===== config.mk =====
export PLATFORM = sky130hd
export DESIGN_NAME = neuron_mac
export DESIGN_NICKNAME = d
export VERILOG_FILES = /design/src/rtl/neuron_mac.sv
export SDC_FILE = /design/constraint.sdc
export NUM_CORES = 2
export LEC_CHECK = 0
export CAP_MARGIN = 20
export CORE_UTILIZATION = 55
export CTS_CLUSTER_DIAMETER = 30
export CTS_CLUSTER_SIZE = 14
export DETAILED_ROUTE_END_ITERATION = 12
export PLACE_DENSITY = 0.77
export SLEW_MARGIN = 25
export SYNTH_ARGS = -nofsm -noshare
export SYNTH_HDL_FRONTEND = slang
export SYNTH_SLANG_ARGS = --single-unit

===== constraint.sdc =====
create_clock -name clk -period 16.7 [get_ports clk]
set_clock_uncertainty 0.05 [all_clocks]
set_input_delay 1.67 -clock clk [delete_from_list [all_inputs] [get_ports clk]]
set_output_delay 1.67 -clock clk [all_outputs]
set_load 0.02 [all_outputs]

===== src/rtl/neuron_mac.sv =====
// rtl/neuron_mac.sv - fixed-point neuron: multiply-accumulate, bias, saturate, optional tanh

// neuron_tanh - odd-symmetric piecewise-linear tanh on Q(WIDTH-FRAC).FRAC operands
module neuron_tanh #(
  parameter int WIDTH = 32,
  parameter int FRAC  = 16
) (
  input  logic [WIDTH-1:0] x,
  output logic [WIDTH-1:0] y
);

  // One extra bit so the magnitude of the most negative input is representable.
  localparam int MW = WIDTH + 1;

  localparam logic signed [MW-1:0] ONE   = MW'(1) << FRAC;
  localparam logic signed [MW-1:0] TWO   = ONE <<< 1;
  localparam logic signed [MW-1:0] THREE = ONE + TWO;
  localparam logic signed [MW-1:0] BASE1 = (ONE >>> 1) + (ONE >>> 2);
  localparam logic signed [MW-1:0] BASE2 = BASE1 + (ONE >>> 3) + (ONE >>> 4);

  logic signed [MW-1:0] xe;
  logic signed [MW-1:0] mag;
  logic signed [MW-1:0] res;

  // Segments: slope 3/4 below 1.0, 3/16 up to 2.0, 1/16 up to 3.0, then 1.0.
  always_comb begin
    xe  = {x[WIDTH-1], x};
    mag = x[WIDTH-1] ? -xe : xe;
    res = ONE;
    if (mag < ONE) begin
      res = (mag >>> 1) + (mag >>> 2);
    end else if (mag < TWO) begin
      res = BASE1 + ((mag - ONE) >>> 3) + ((mag - ONE) >>> 4);
    end else if (mag < THREE) begin
      res = BASE2 + ((mag - TWO) >>> 4);
    end
    y = x[WIDTH-1] ? WIDTH'(-res) : WIDTH'(res);
  end

endmodule

// neuron_mac - accumulates N_IN products, adds bias, saturates, applies activation
module neuron_mac #(
  parameter int WIDTH = 32,
  parameter int FRAC  = 16,
  parameter int N_IN  = 3,
  parameter int ACT   = 1
) (
  input  logic             clk,
  input  logic             rst,
  input  logic             start,
  input  logic [WIDTH-1:0] b,
  input  logic             in_valid,
  output logic             in_ready,
  input  logic [WIDTH-1:0] a,
  input  logic [WIDTH-1:0] w,
  output logic [WIDTH-1:0] y,
  output logic             out_valid,
  input  logic             out_ready,
  output logic             busy,
  output logic             sat
);

  localparam int CW    = $clog2(N_IN + 1);
  localparam int PW    = 2 * WIDTH;
  localparam int ACC_W = PW + CW;
  localparam int PRE_W = ACC_W + 1;

  localparam logic signed [PRE_W-1:0] MAXV = {{(PRE_W-WIDTH+1){1'b0}}, {(WIDTH-1){1'b1}}};
  localparam logic signed [PRE_W-1:0] MINV = {{(PRE_W-WIDTH+1){1'b1}}, {(WIDTH-1){1'b0}}};
  localparam logic [CW-1:0]           LAST = CW'(N_IN - 1);

  typedef enum logic [1:0] {
    S_IDLE,
    S_ACCUM,
    S_FINAL,
    S_OUT
  } state_t;

  state_t state;
  state_t state_nxt;

  logic signed [ACC_W-1:0] acc;
  logic [CW-1:0]           cnt;
  logic [WIDTH-1:0]        b_q;
  logic [WIDTH-1:0]        y_q;
  logic                    sat_q;

  logic signed [PW-1:0]    prod;
  logic signed [ACC_W-1:0] prod_ext;
  logic signed [ACC_W-1:0] acc_shift;
  logic signed [PRE_W-1:0] pre;
  logic [WIDTH-1:0]        pre_sat;
  logic                    pre_clamp;
  logic [WIDTH-1:0]        act_out;

  logic                    accept;
  logic                    last_pair;

  // Operands are sign-extended to full product width so the low 2*WIDTH bits are exact.
  assign prod     = $signed({{WIDTH{a[WIDTH-1]}}, a}) * $signed({{WIDTH{w[WIDTH-1]}}, w});
  assign prod_ext = {{CW{prod[PW-1]}}, prod};

  assign accept    = (state == S_ACCUM) && in_valid;
  assign last_pair = (cnt == LAST);

  // Rescale the accumulator to result format (floor), add bias, clamp to WIDTH range.
  always_comb begin
    acc_shift = acc >>> FRAC;
    pre       = {acc_shift[ACC_W-1], acc_shift} + {{(PRE_W-WIDTH){b_q[WIDTH-1]}}, b_q};
    pre_sat   = pre[WIDTH-1:0];
    pre_clamp = 1'b0;
    if (pre > MAXV) begin
      pre_sat   = MAXV[WIDTH-1:0];
      pre_clamp = 1'b1;
    end else if (pre < MINV) begin
      pre_sat   = MINV[WIDTH-1:0];
      pre_clamp = 1'b1;
    end
  end

  generate
    if (ACT == 1) begin : g_tanh
      neuron_tanh #(
        .WIDTH(WIDTH),
        .FRAC (FRAC)
      ) u_tanh (
        .x(pre_sat),
        .y(act_out)
      );
    end else begin : g_ident
      assign act_out = pre_sat;
    end
  endgenerate

  // State register.
  always_ff @(posedge clk) begin
    if (rst) begin
      state <= S_IDLE;
    end else begin
      state <= state_nxt;
    end
  end

  // Next-state logic; start is only looked at in IDLE.
  always_comb begin
    state_nxt = state;
    case (state)
      S_IDLE:  if (start) state_nxt = S_ACCUM;
      S_ACCUM: if (accept && last_pair) state_nxt = S_FINAL;
      S_FINAL: state_nxt = S_OUT;
      S_OUT:   if (out_ready) state_nxt = S_IDLE;
      default: state_nxt = S_IDLE;
    endcase
  end

  // Datapath: bias capture, accumulation, and registering of the final result.
  always_ff @(posedge clk) begin
    if (rst) begin
      acc   <= '0;
      cnt   <= '0;
      b_q   <= '0;
      y_q   <= '0;
      sat_q <= 1'b0;
    end else begin
      case (state)
        S_IDLE: begin
          if (start) begin
            b_q <= b;
            acc <= '0;
            cnt <= '0;
          end
        end
        S_ACCUM: begin
          if (accept) begin
            acc <= acc + prod_ext;
            cnt <= cnt + 1'b1;
          end
        end
        S_FINAL: begin
          y_q   <= act_out;
          sat_q <= pre_clamp;
        end
        default: ;
      endcase
    end
  end

  assign in_ready  = (state == S_ACCUM);
  assign out_valid = (state == S_OUT);
  assign busy      = (state != S_IDLE);
  assign y         = y_q;
  assign sat       = sat_q;

endmodule


# --- After elaboration in Yosys (flattened, before gate mapping) ---
# Cells that the tools add are included.
word_totals:
  reg_bits: 135
  inputBits: 101
  out_inout_bits: 36
  elab_cells: 58
op_classes:
  add_sub_neg: 11
  multipliers: 1
  order_cmp: 5
  eq_ne: 8
  mux: 19
  n_reduce_logical: 8
ops:
  columns: ["operator", "count"]
  rows:
  - ["$mux 32", 6]
  - ["$mux 66", 2]
  - ["$pmux 66 s2", 1]
  - ["$add 66x64->66", 1]
  - ["$lt 33x19->1 const B", 2]
  - ["$mul 32x32->64", 1]
  - ["$add 50x32->51", 1]
  - ["$gt 51x32->1 const B", 1]
  - ["$lt 51x32->1 const B", 1]
  - ["$lt 33x18->1 const B", 1]
  - ["$mux 33", 1]
  - ["$neg 32->33", 1]
  - ["$sub 33x18->33 const B", 1]
  - ["$sub 33x19->33 const B", 1]
  - ["$add 31x29->32", 1]
  - ["$add 32x31->32", 1]
  - ["$neg 32->32", 1]
  - ["$add 17x30->31 const A", 1]
  - ["$add 17x29->30 const A", 1]
  - ["$mux 2", 5]
  - ["$pmux 2 s4", 1]
  - ["$eq 2x2->1 const B", 3]
  - ["$ne 2x1->1 const B", 3]
  - ["$reduce_and 3->1", 2]
  - ["9 further kinds", 12]

# --- Depth between registers and ports, before layout ---
depth:
  ltp_word: 13
  mapped_depth: 53
  ltp_nobuf: 49

# --- Cells and area by module ---
# A second synthesis with hierarchy kept.
unflattened:
  cells_unflattened: 6454
  hier_area_um2: 55867.3
by_module_without_submodules:
  columns: ["mod", "instances", "cells_each", "area_each_um2", "seq_area_each_um2"]
  rows:
  - ["neuron_mac", 1, 5447, 48809.3, 2702.6]
  - ["neuron_tanh", 1, 1007, 7058.0, 0.0]

# --- Worst setup path before layout ---
# Ideal clock, no wire load.
synth_path:
  kind: "reg2reg"
  startpoint: "reg b_q[31]"
  endpoint: "reg y_q[30], in the netlist y[30]"
  setup_time_ns: 0.060
  arrival_ns: 11.571
  required_ns: 16.590
  path_slack_ns: 5.019
  path_stages_with_launch: 53
  path_buffers: 7
  period_less_slack_ns: 11.681
  cell_sequence: "dfxtp_1 -> ha_1 -> clkbuf_1 -> a21o_1 -> a21o_1 -> a21oi_1 -> a21o_1 -> a311oi_2 -> o21ai_1 -> a31o_2 -> clkbuf_1 -> clkbuf_1 -> buf_1 -> clkbuf_1 -> clkbuf_1 -> nand2_1 -> a21oi_1 -> ha_1 -> [... 17 more ...] -> ha_1 -> and3_1 -> a21oi_1 -> a31oi_1 -> o21ai_0 -> a211oi_1 -> o41ai_1 -> o21ai_0 -> o21a_1 -> o41a_1 -> and2_1 -> o21ai_0 -> xnor2_1 -> a21oi_1 -> a31o_2 -> or3_1 -> mux2_1 -> nand2_1"
synth_via:
  elab_chain_cells: 13
  elab_cells_between_ends: 21
  cone_classes: "9 x add/sub; 5 x order compare; 7 x mux"
synth_lines:
  columns: ["element", "line_no", "text"]
  rows:
  - ["from (decl)", "85", "logic [WIDTH-1:0] b_q;"]
  - ["from (signal assigned)", "162", "b_q <= '0;"]
  - ["from (signal assigned)", "169", "b_q <= b;"]
  - ["$add 50x32->51 *", "110", "pre = {acc_shift[ACC_W-1], acc_shift} + {{(PRE_W-WIDTH){b_q[WIDTH-1]}}, b_q};"]
  - ["$lt 51x32->1", "116", "end else if (pre < MINV) begin"]
  - ["$mux 32", "116", null]
  - ["$mux 32 *", "113", "if (pre > MAXV) begin"]
  - ["$neg 32->33", "28", "mag = x[WIDTH-1] ? -xe : xe;"]
  - ["$mux 33", "28", null]
  - ["$sub 33x18->33 or $sub 33x19->33 (tied branches)", "33, 35", null]
  - ["$add 17x30->31 or $add 17x29->30 (tied branches)", "33, 35", null]
  - ["$add 31x29->32 or $mux 32 (tied branches)", "33, 34", null]
  - ["$mux 32", "32", "end else if (mag < TWO) begin"]
  - ["$mux 32", "30", "if (mag < ONE) begin"]
  - ["$neg 32->32", "37", "y = x[WIDTH-1] ? WIDTH'(-res) : WIDTH'(res);"]
  - ["$mux 32 *", "37", null]
  - ["to (signal assigned)", "181", "y_q <= act_out;"]
  - ["to (decl)", "86", "logic [WIDTH-1:0] y_q;"]
# Mark *: on every way between the ends. The rest lies on a longest branch, timed or not.
# A chain may end at the register's enable or synchronous reset.

# --- Worst setup path after layout ---
layout_path:
  startpoint: "reg b_q[31]"
  endpoint: "reg y_q[29], in the netlist y[29]"
# The elaborated chain is that of the path after synthesis.

==> summary by stage <==
Final layout
Once layout is complete, the cells apart from fillers number roughly 7,500. The net count of the finished layout is between 7,000 and 8,000. The sequential cells in the finished layout cover a total of 0.00270 mm².

The count of fill cells added during filler insertion is 8,436. From synthesis to final layout, the design area changed by 5.62%. The layout cell share with drive strength beyond 1 is 3.45%. In the final layout, the multi-input gates occupy 0.0458 mm².

Critical path
The worst setup path is captured at a flip-flop. The category of the critical setup timing path is reg2reg. The sort of element at the start of the critical path is a flip-flop.

The delay of the slowest critical-path stage is 0.81 ns. The worst-path cell with the longest stage delay is sky130_fd_sc_hd__dfxtp_1. At the worst endpoint, the arrival time is 13.37 ns. The cell seen most often among critical-path stages is sky130_fd_sc_hd__ha_1.

The top fanout value on the critical path is 20. At the worst endpoint, the required time is 17.03 ns.

Detailed routing
The detailed-routed wire length on met3 is ~11,000 µm. The detailed router put a total of 60,300 µm of wire on met1. After detailed routing, the number of remaining DRC violations is 0. The highest metal layer used by the detailed router is met5. The total length of routed wires is 142,000 µm.

The first-pass iteration count of the detailed router is 6. Dividing the detail-routed wire length by the instance count gives approximately 19 µm. The overall via count from detail_route is 42,709. Dividing the detail-routed via count by the number of cells gives 5.73. After detailed routing, the met2 layer carries 67,500 µm of wire. The count of nets left with antenna violations after detail routing is 0. After the first detailed-routing iteration, the DRC count stood at 3,465.

Yosys
By area the synthesized netlist is led by sky130_fd_sc_hd__fa_1, sky130_fd_sc_hd__inv_1, sky130_fd_sc_hd__ha_1. The total number of yosys warnings is 0. The share of synthesized registers carrying an async set or reset is 0%. The combined area of all synthesized cells is roughly 0.054 mm².

Synthesis produced around 6,200 cells. When the netlist entered floorplanning its net count stood at 7,934. Summed over all instances, the cell type with the most area after synthesis is sky130_fd_sc_hd__fa_1. The synthesized design contains 0 enable-type register cells. The most frequent cell after synthesis is sky130_fd_sc_hd__inv_1. In this run, synthesis produced a sequential element count of 135. The commonest register cell after synthesis is sky130_fd_sc_hd__dfxtp_1.

Counting instances in the post-synthesis netlist gives the leading cell types as sky130_fd_sc_hd__inv_1, sky130_fd_sc_hd__fa_1, sky130_fd_sc_hd__nand2_1. Averaged over all synthesized cells, the footprint is 8.73 µm². The sequential element share of the synthesized area is a little under 5%. The number of different library cells used by synthesis comes to around 120. The fraction of post-synthesis cell area in the top cell type by area is 46.0%.

GRT
The number of antenna violations at the first check in global routing is 4. For this run, the total global-route usage over all layers was measured as 29.9%. The first global-routing pass estimated 238,000 µm of wire. Entering global routing, the biggest net connects between 60 and 70 pins. Global routing finished with a remaining overflow of 0.

The number of global-route vias before repair is 45,104.

Floorplan
Once the floorplan was initialized, standard cells occupied around 56% of the core. Measured along the x axis, the die boundary spans about 320 µm. In this run the vertical extent of the chip is 316 µm. For this design the top-level I/O count stands at between 100 and 150.

The total area inside the core boundary comes to 0.0973 mm². The die covers 0.100 mm². The standard-cell row count is 114.

Placed design
The detailed-placement wirelength estimate is between 100,000 and 150,000 µm. Once placement completed, the tool counted placed cells totaling 7,425. The routability-driven placement congestion ratio is 0.969. Input and output buffers added on the ports amount to around 140.

Clocking
The number of buffers on the longest clock path is 2. TritonCTS built the clock tree. After clock tree synthesis, the repair step resized 0 gates. The number of buffers added by the clock tree synthesis step is 17. The source-to-sink clock delay at the later pin of the worst-skew pair is 0.46 ns. The clock sink count is 135. After clock tree synthesis, the flow added hold-fix buffers numbering 0. The number of setup buffers added after CTS is 0. The clock transition at the registers of the reported paths is 0.06 ns. The clock root buffer master is sky130_fd_sc_hd__clkbuf_16. The maximum level of the CTS H-tree is 4.

Timing
The fraction of the cycle the final worst path needs is 78.1%. The final number of hold-violating endpoints was 0. In this run the tightest slew margin relative to its limit is around a third. Derived from the worst setup path, the maximum achievable clock frequency is 0.0767 GHz. The pin slew with the least headroom to its limit is 0.999 ns. Setup violations remaining at the end of the flow were counted as 0. For the final routed database, the setup TNS stands at 0 ns. The post-route minimum period is approximately 13 ns. The number of max-slew violations in the final report is 0.

Setup repair after global routing left no endpoint under its margin.

Run status
The flow ran to the end, and the final reports show no timing, DRC or antenna violations.

Worst hold path
The min-delay analysis places its worst path in the category reg2reg.

Flow run
Max-cap violations in this run came to 0.
## final timing paths
check | slack, ns | to | from | depth (start not counted)
worst max-delay path | 3.66 | y[29] | b_q[31] | 47
worst min-delay path | 0.41 | b_q[22] | b_q[22] | 2
worst max register to register | 3.66 | y[29] | b_q[31] | 47
worst min register to register | 0.41 | b_q[22] | b_q[22] | 2
## area by class of cell
cell class                 instances  share of cell area (%)
clock buffer                      20                   0.813
multi-input combinational       4539                    79.8
antenna                            1                 0.00436
inverter                        1259                    8.23
clock inverter                    12                   0.262
timing repair buffer             216                    3.40
tap                             1276                    2.78
sequential                       135                    4.71
## registers in the layout, summed over array words and instances (netlist names)
register	cells
acc	66
b_q	32
cnt	2
sat	1
state	2
y	32
## through the flow
step	hold slack, ns	util (%)	cell area (µm²)	setup WS, ns
after floorplan	0.382	-	54400	5.02
after global placement	0.390	58.4	56800	4.24
after detailed placement	0.401	58.4	56800	3.98
after CTS	0.411	59.0	57400	3.93
after global routing	0.425	59.0	57400	2.71
final	0.409	59.0	57400	3.66
## logic make-up after synthesis
group,count (synthesis),share of synthesized area (%)
muxes,21,0.405
and+or+nand+nor,1871,15.6
adders and majority gates,1605,54.2
AOI/OAI and AO/OA,822,10.4
DFF,135,4.97
other,2,0.0138
xor gates and xnor gates,218,3.55
buffers and inverters,1554,10.8
## worst max-delay path: cells and delay by family, from the launching register on
| kind | cells | cell delay (ns) |
|---|---|---|
| AOI/OAI and AO/OA | 24 | 5.95 |
| xor gates and xnor gates | 2 | 0.29 |
| adders and majority gates | 5 | 1.86 |
| buffers and inverters | 3 | 0.39 |
| DFF | 1 | 0.81 |
| and+or+nand+nor | 13 | 3.62 |
## placed cells by master (no fill, tap or decap), types with 75 or more instances in the layout
cell type,count
sky130_fd_sc_hd__a21o_1,77
sky130_fd_sc_hd__a21oi_1,211
sky130_fd_sc_hd__and2_1,191
sky130_fd_sc_hd__buf_4,81
sky130_fd_sc_hd__clkdlybuf4s50_1,133
sky130_fd_sc_hd__dfxtp_1,135
sky130_fd_sc_hd__fa_1,1248
sky130_fd_sc_hd__ha_1,356
sky130_fd_sc_hd__inv_1,1255
sky130_fd_sc_hd__nand2_1,1054
sky130_fd_sc_hd__nand3_1,77
sky130_fd_sc_hd__nor2_1,235
sky130_fd_sc_hd__o21ai_0,126
sky130_fd_sc_hd__xnor2_1,141
sky130_fd_sc_hd__xor2_1,75
## metal layers
layer	GRT usage, %	vias up
met3	4.93	226
met4	6.13	6
met5	0	-
met2	48.6	1782
li1	-	19086
met1	42.3	21609
Power is not shown: default switching activity piles up to over one toggle a cycle in this logic, so the estimate is an artifact.
